### src/rtl/r4_operand_loader.sv
// r4_operand_loader: debounces the getA/getX/start buttons, assembles two
// 16-bit operands from byte-serial switch reads, and offers them to the
// radix-4 multiplier under a valid/ack handshake.
module r4_operand_loader #(
  parameter int unsigned DEBOUNCE_CYCLES = 16
) (
  input  logic        clk,
  input  logic        rst,
  input  logic [7:0]  in,
  input  logic        getA,
  input  logic        getX,
  input  logic        start,
  input  logic        op_ack,
  output logic [15:0] a_out,
  output logic [15:0] x_out,
  output logic        op_valid,
  output logic [2:0]  stage
);

  localparam int unsigned NBTN  = 3;
  localparam int unsigned CNT_W = 16;
  localparam int unsigned BTN_A = 0;
  localparam int unsigned BTN_X = 1;
  localparam int unsigned BTN_S = 2;
  // The counter saturates one short of the threshold; the next differing
  // sample is the one that reaches DEBOUNCE_CYCLES and flips the level.
  localparam logic [CNT_W-1:0] CNT_LAST = CNT_W'(DEBOUNCE_CYCLES - 1);

  typedef enum logic [2:0] {
    A_LSB = 3'd0,
    A_MSB = 3'd1,
    X_LSB = 3'd2,
    X_MSB = 3'd3,
    ARMED = 3'd4,
    VALID = 3'd5
  } state_e;

  logic [NBTN-1:0]            btn_raw;
  logic [NBTN-1:0]            sync1_q, sync1_d;
  logic [NBTN-1:0]            sync2_q, sync2_d;
  logic [NBTN-1:0]            db_q, db_d;
  logic [NBTN-1:0]            press_q, press_d;
  logic [NBTN-1:0][CNT_W-1:0] cnt_q, cnt_d;

  state_e      state_q, state_d;
  logic [15:0] a_q, a_d;
  logic [15:0] x_q, x_d;
  logic        valid_q, valid_d;

  // Synchronize, debounce and edge-detect each button independently.
  always_comb begin
    btn_raw = {start, getX, getA};
    sync1_d = btn_raw;
    sync2_d = sync1_q;
    db_d    = db_q;
    press_d = '0;
    cnt_d   = '0;
    for (int i = 0; i < NBTN; i++) begin
      if (sync2_q[i] != db_q[i]) begin
        if (cnt_q[i] == CNT_LAST) begin
          db_d[i]    = sync2_q[i];
          // A change away from released (1) is a press.
          press_d[i] = db_q[i];
        end else begin
          cnt_d[i] = cnt_q[i] + CNT_W'(1);
        end
      end
    end
  end

  // Next-state, operand capture and valid generation.
  always_comb begin
    state_d = state_q;
    a_d     = a_q;
    x_d     = x_q;
    case (state_q)
      A_LSB: if (press_q[BTN_A]) begin
        a_d[7:0] = in;
        state_d  = A_MSB;
      end
      A_MSB: if (press_q[BTN_A]) begin
        a_d[15:8] = in;
        state_d   = X_LSB;
      end
      X_LSB: if (press_q[BTN_X]) begin
        x_d[7:0] = in;
        state_d  = X_MSB;
      end
      X_MSB: if (press_q[BTN_X]) begin
        x_d[15:8] = in;
        state_d   = ARMED;
      end
      ARMED: if (press_q[BTN_S]) state_d = VALID;
      VALID: if (op_ack) state_d = A_LSB;
      default: state_d = A_LSB;
    endcase
    valid_d = (state_d == VALID);
  end

  // State and datapath registers; reset leaves all buttons released.
  always_ff @(posedge clk or negedge rst) begin
    if (!rst) begin
      sync1_q <= '1;
      sync2_q <= '1;
      db_q    <= '1;
      press_q <= '0;
      cnt_q   <= '0;
      state_q <= A_LSB;
      a_q     <= '0;
      x_q     <= '0;
      valid_q <= 1'b0;
    end else begin
      sync1_q <= sync1_d;
      sync2_q <= sync2_d;
      db_q    <= db_d;
      press_q <= press_d;
      cnt_q   <= cnt_d;
      state_q <= state_d;
      a_q     <= a_d;
      x_q     <= x_d;
      valid_q <= valid_d;
    end
  end

  assign a_out    = a_q;
  assign x_out    = x_q;
  assign op_valid = valid_q;
  assign stage    = state_q;

endmodule
### config.mk
export PLATFORM = sky130hd
export DESIGN_NAME = r4_operand_loader
export DESIGN_NICKNAME = d
export VERILOG_FILES = /design/src/rtl/r4_operand_loader.sv
export SDC_FILE = /design/constraint.sdc
export NUM_CORES = 1
export LEC_CHECK = 0
export BUFFER_PORTS_ARGS = -buffer_cell sky130_fd_sc_hd__buf_4
export CAP_MARGIN = 25
export CORE_MARGIN = 2
export CORE_UTILIZATION = 55
export CTS_CLUSTER_DIAMETER = 60
export DETAILED_ROUTE_END_ITERATION = 10
export HOLD_SLACK_MARGIN = 0.06
export PLACE_DENSITY_LB_ADDON = 0.25
export SLEW_MARGIN = 10
export SYNTH_ARGS = -nofsm -noshare
export SYNTH_HDL_FRONTEND = slang
export SYNTH_SLANG_ARGS = --single-unit
### constraint.sdc
create_clock -name clk -period 3 [get_ports clk]
set_input_delay 0.3 -clock clk [delete_from_list [all_inputs] [get_ports clk]]
set_output_delay 0.3 -clock clk [all_outputs]
set_load 0.01 [all_outputs]
==> impl_results.md <==
* WL per Instance at roughly 14 um
* RSZ-0062 raised after global routing: no
* TritonCTS clock tree: built
* TNS Setup at 0 ns
* Placed cell areas at between 0.004 and 0.005 mm2
* Fin crit share at between 50% and 60%
* Hold Crit Class: primary input to flip-flop
* 1st-pass router iterations at 4
* Met1 usage at around a quarter
* Top Usage Layer GRT: met2
* Largest area contributor in the netlist: dfrtp_1
* Syn Area/Cell at roughly 12 um2
* GRT overflow at 0
* Met3 Usage GRT at 3.485%
* Crit start category: flip-flop
* Post-synthesis sequential area ratio at 57.46%
* Ys Warns at 0
* Placed cells at 488
* Final Slew Violations at 0
* CTS Buf Count at 9
* Die span in y at between 90 and 100 um
* Non-Filler Instances at between 500 and 600
* Count leader, synth: dfrtp_1
* Reg2Reg Depth at 5
* Max Cap Viol at 0
* Post-DP HPWL at between 5 and 6 mm
* Row Count at 31
* Synth async-reset ratio at 100.0%
* Reg-to-reg setup timing slack at ~1.2 ns
* Root Buffer: clkbuf_8
* I/O pins at 50
* Pre-CTS WS at 1.233 ns
* WL final at 7.150 mm
* Fill cells at between 500 and 600
* Clk sinks at 96
* Final critical-path required period at ~1.8 ns
* H-Tree Depth at 3
* Pwr Density at ~470 mW/mm2
* Final worst slack at 1.248 ns
* Status: complete, no violations
* Crit. End Element: flip-flop
* Post-route ant nets at 0
* Reg-to-Reg End: cnt_q[20]$_DFF_PN0_
* Post-CTS setup buffer count at 0
* Gate Count Post-Synth at about 350
* Synth top area cells: dfrtp_1 52%, mux2_2 9.4%, xnor2_1 8.1%, dfstp_2 5.6%, nor2_1 4.8%
* Vias in the first global route at about 2600
* GRT Util Overall at 18.99%
* Area grow syn2layout at 17.01%
* Initial core utilization at between 50% and 60%
* Peak VDD IR at roughly 0.24 mV
* Via density at approximately 5.3
* DR iter-0 viols at between 50 and 60
* CP Class: flip-flop to flip-flop
* Cts repair resizes at 0
* EDFF count, synth at 0
* Final setup skew at roughly 0.017 ns
* End of the worst hold path: x_out[10]$_DFFE_PN0P_
* Hold path cells at 2
* Post-route DRC at 0
* Worst endpoint required time at between 3 and 4 ns
* Worst skew pair latency at 0.36 ns
* Syn Std Cell Area at approximately 0.0042 mm2
* First-pass GRT wire length at ~13 mm
* Nets at roughly 420
* Die area at 0.008352 mm2
* Final Wtd Congestion at between 0.8 and 0.9
* Share of layout cells above drive strength 1 at about a third
* Tot Pwr at ~2.3 mW
* Hold Vio Cnt, Final at 0
* Share of the synthesized area in the top cell type at between 50% and 60%
* Die X-Extent at roughly 91 um
* Worst R2R Start: cnt_q[16]$_DFF_PN0_
* Worst-path fanout max at 15
* Syn_nets at 362
* Main flop type after synthesis: dfrtp_1
* Setup violators final at 0
* Leakage at roughly 2.2 nW
* Hold path start: in[2]
* Post-synth cell types at 35
* Most instantiated cells after synthesis: 87 x dfrtp_1, 54 x nor2_1, 39 x xnor2_1
* CTS clock-pin slew for the worst setup and hold paths at 0.10 ns
* Core outline area at around 0.0073 mm2
* Final Cell Area at just under 0.005 mm2
* Worst-margin pin slew at approximately 0.76 ns
* Diode count at 0
* Largest net degree at the start of global routing at 63
* Max Fclk at 570.6 MHz
* Antenna violations before repair at 0
* Slew HR at 49.42%
* Met2 Use GR at between 20% and 30%
* Data arrival, critical path at approximately 2.0 ns
* Vias at between 2000 and 3000
* CTS max path bufs at 2
* Yosys reg bits at 96
* IO buf count at 49
-- flip-flops by register name, indices dropped and copies added, names as in the netlist --
name / count
sync1_q: 3
stage: 3
a_out: 16
db_q: 3
cnt_q: 48
x_out: 16
op_valid: 1
sync2_q: 3
press_q: 3
-- per-stage QoR --
stage | utilization [%] | hold WS, ns
floorplan | - | 0.004409
global placement | 63.77 | 0.3461
global route | 67.04 | 0.1824
detailed placement | 63.77 | 0.3469
finish | 67.04 | 0.1934
CTS | 67.04 | 0.1825
-- repair_timing --
action                                  in CTS  in global routing
endpoints found under the setup margin       0                  0
endpoints found under the hold margin       58                  0
hold buffers                                 4                  0
-- metal layers --
metal | part of all wire (%) | vias to the layer above | wire length, um
li1 | - | 1294 | -
met5 | 0 | - | 0
met3 | 3.8 | 10 | 269
met4 | 1.5 | 0 | 110
met2 | 47 | 58 | 3392
met1 | 47 | 1330 | 3377
-- worst max path at each step --
stage                             start                    to  cells after the start
finish              cnt_q[16]$_DFF_PN0_   cnt_q[20]$_DFF_PN0_                      5
global route        cnt_q[16]$_DFF_PN0_   cnt_q[18]$_DFF_PN0_                      5
CTS                 cnt_q[16]$_DFF_PN0_   cnt_q[26]$_DFF_PN0_                      5
detailed placement  cnt_q[16]$_DFF_PN0_   cnt_q[20]$_DFF_PN0_                      5
global placement    cnt_q[16]$_DFF_PN0_   cnt_q[19]$_DFF_PN0_                      5
floorplan            stage[1]$_DFF_PN0_  a_out[0]$_DFFE_PN0P_                      3
-- placed cells by master (no fill, tap or decap), types with 3 or more instances in the layout --
cell,instances
and3_1,3
buf_4,49
clkbuf_8,9
dfrtp_1,87
dfstp_2,9
dlygate4sd3_1,4
ha_1,3
inv_1,7
inv_6,3
mux2_2,35
nand2_1,18
nand3_1,12
nand3_2,3
nand4_1,6
nand4_4,3
nand4b_1,3
nor2_1,54
nor2_2,4
nor3_1,11
nor3b_1,3
nor4_1,13
nor4_2,6
xnor2_1,39
xor2_1,7
-- power by group --
group          internal [mW]  switching [mW]
Combinational         0.0536          0.0652
Clock                  0.393           0.450
Sequential              1.32          0.0341
Total                   1.77           0.550
-- layout make-up --
| class | instances | area (um2) | share of cell area (%) |
|---|---|---|---|
| sequential | 96 | 2414 | 49.11 |
| timing repair buffer | 54 | 427.9 | 8.707 |
| inverter | 7 | 26.28 | 0.5346 |
| tap | 99 | 123.9 | 2.520 |
| clock buffer | 9 | 123.9 | 2.520 |
| clock inverter | 7 | 76.32 | 1.553 |
| multi-input combinational | 236 | 1723 | 35.06 |
-- worst max-delay path, stage by stage (launching register included) --
cell      delay, ns
dfrtp_1        0.40
ha_1           0.22
nand3_2        0.17
nand4b_1       0.30
nand2_1        0.43
nor2_1         0.11
-- cell families (layout without fill, tap and decap cells) --
| logic type | after synthesis | count (layout) | synth area share (%) |
|---|---|---|---|
| AND/OR/NAND/NOR | 148 | 148 | 20.44 |
| flip-flops | 96 | 96 | 57.46 |
| XOR/XNOR | 46 | 46 | 9.592 |
| multiplexers | 36 | 36 | 9.622 |
| buffers and inverters | 13 | 77 | 1.519 |
| adder cells (fa/ha/maj) | 3 | 3 | 0.8938 |
| AO/OA/AOI/OAI | 3 | 3 | 0.4766 |
Note: power is estimated with default switching activity, not from simulation.
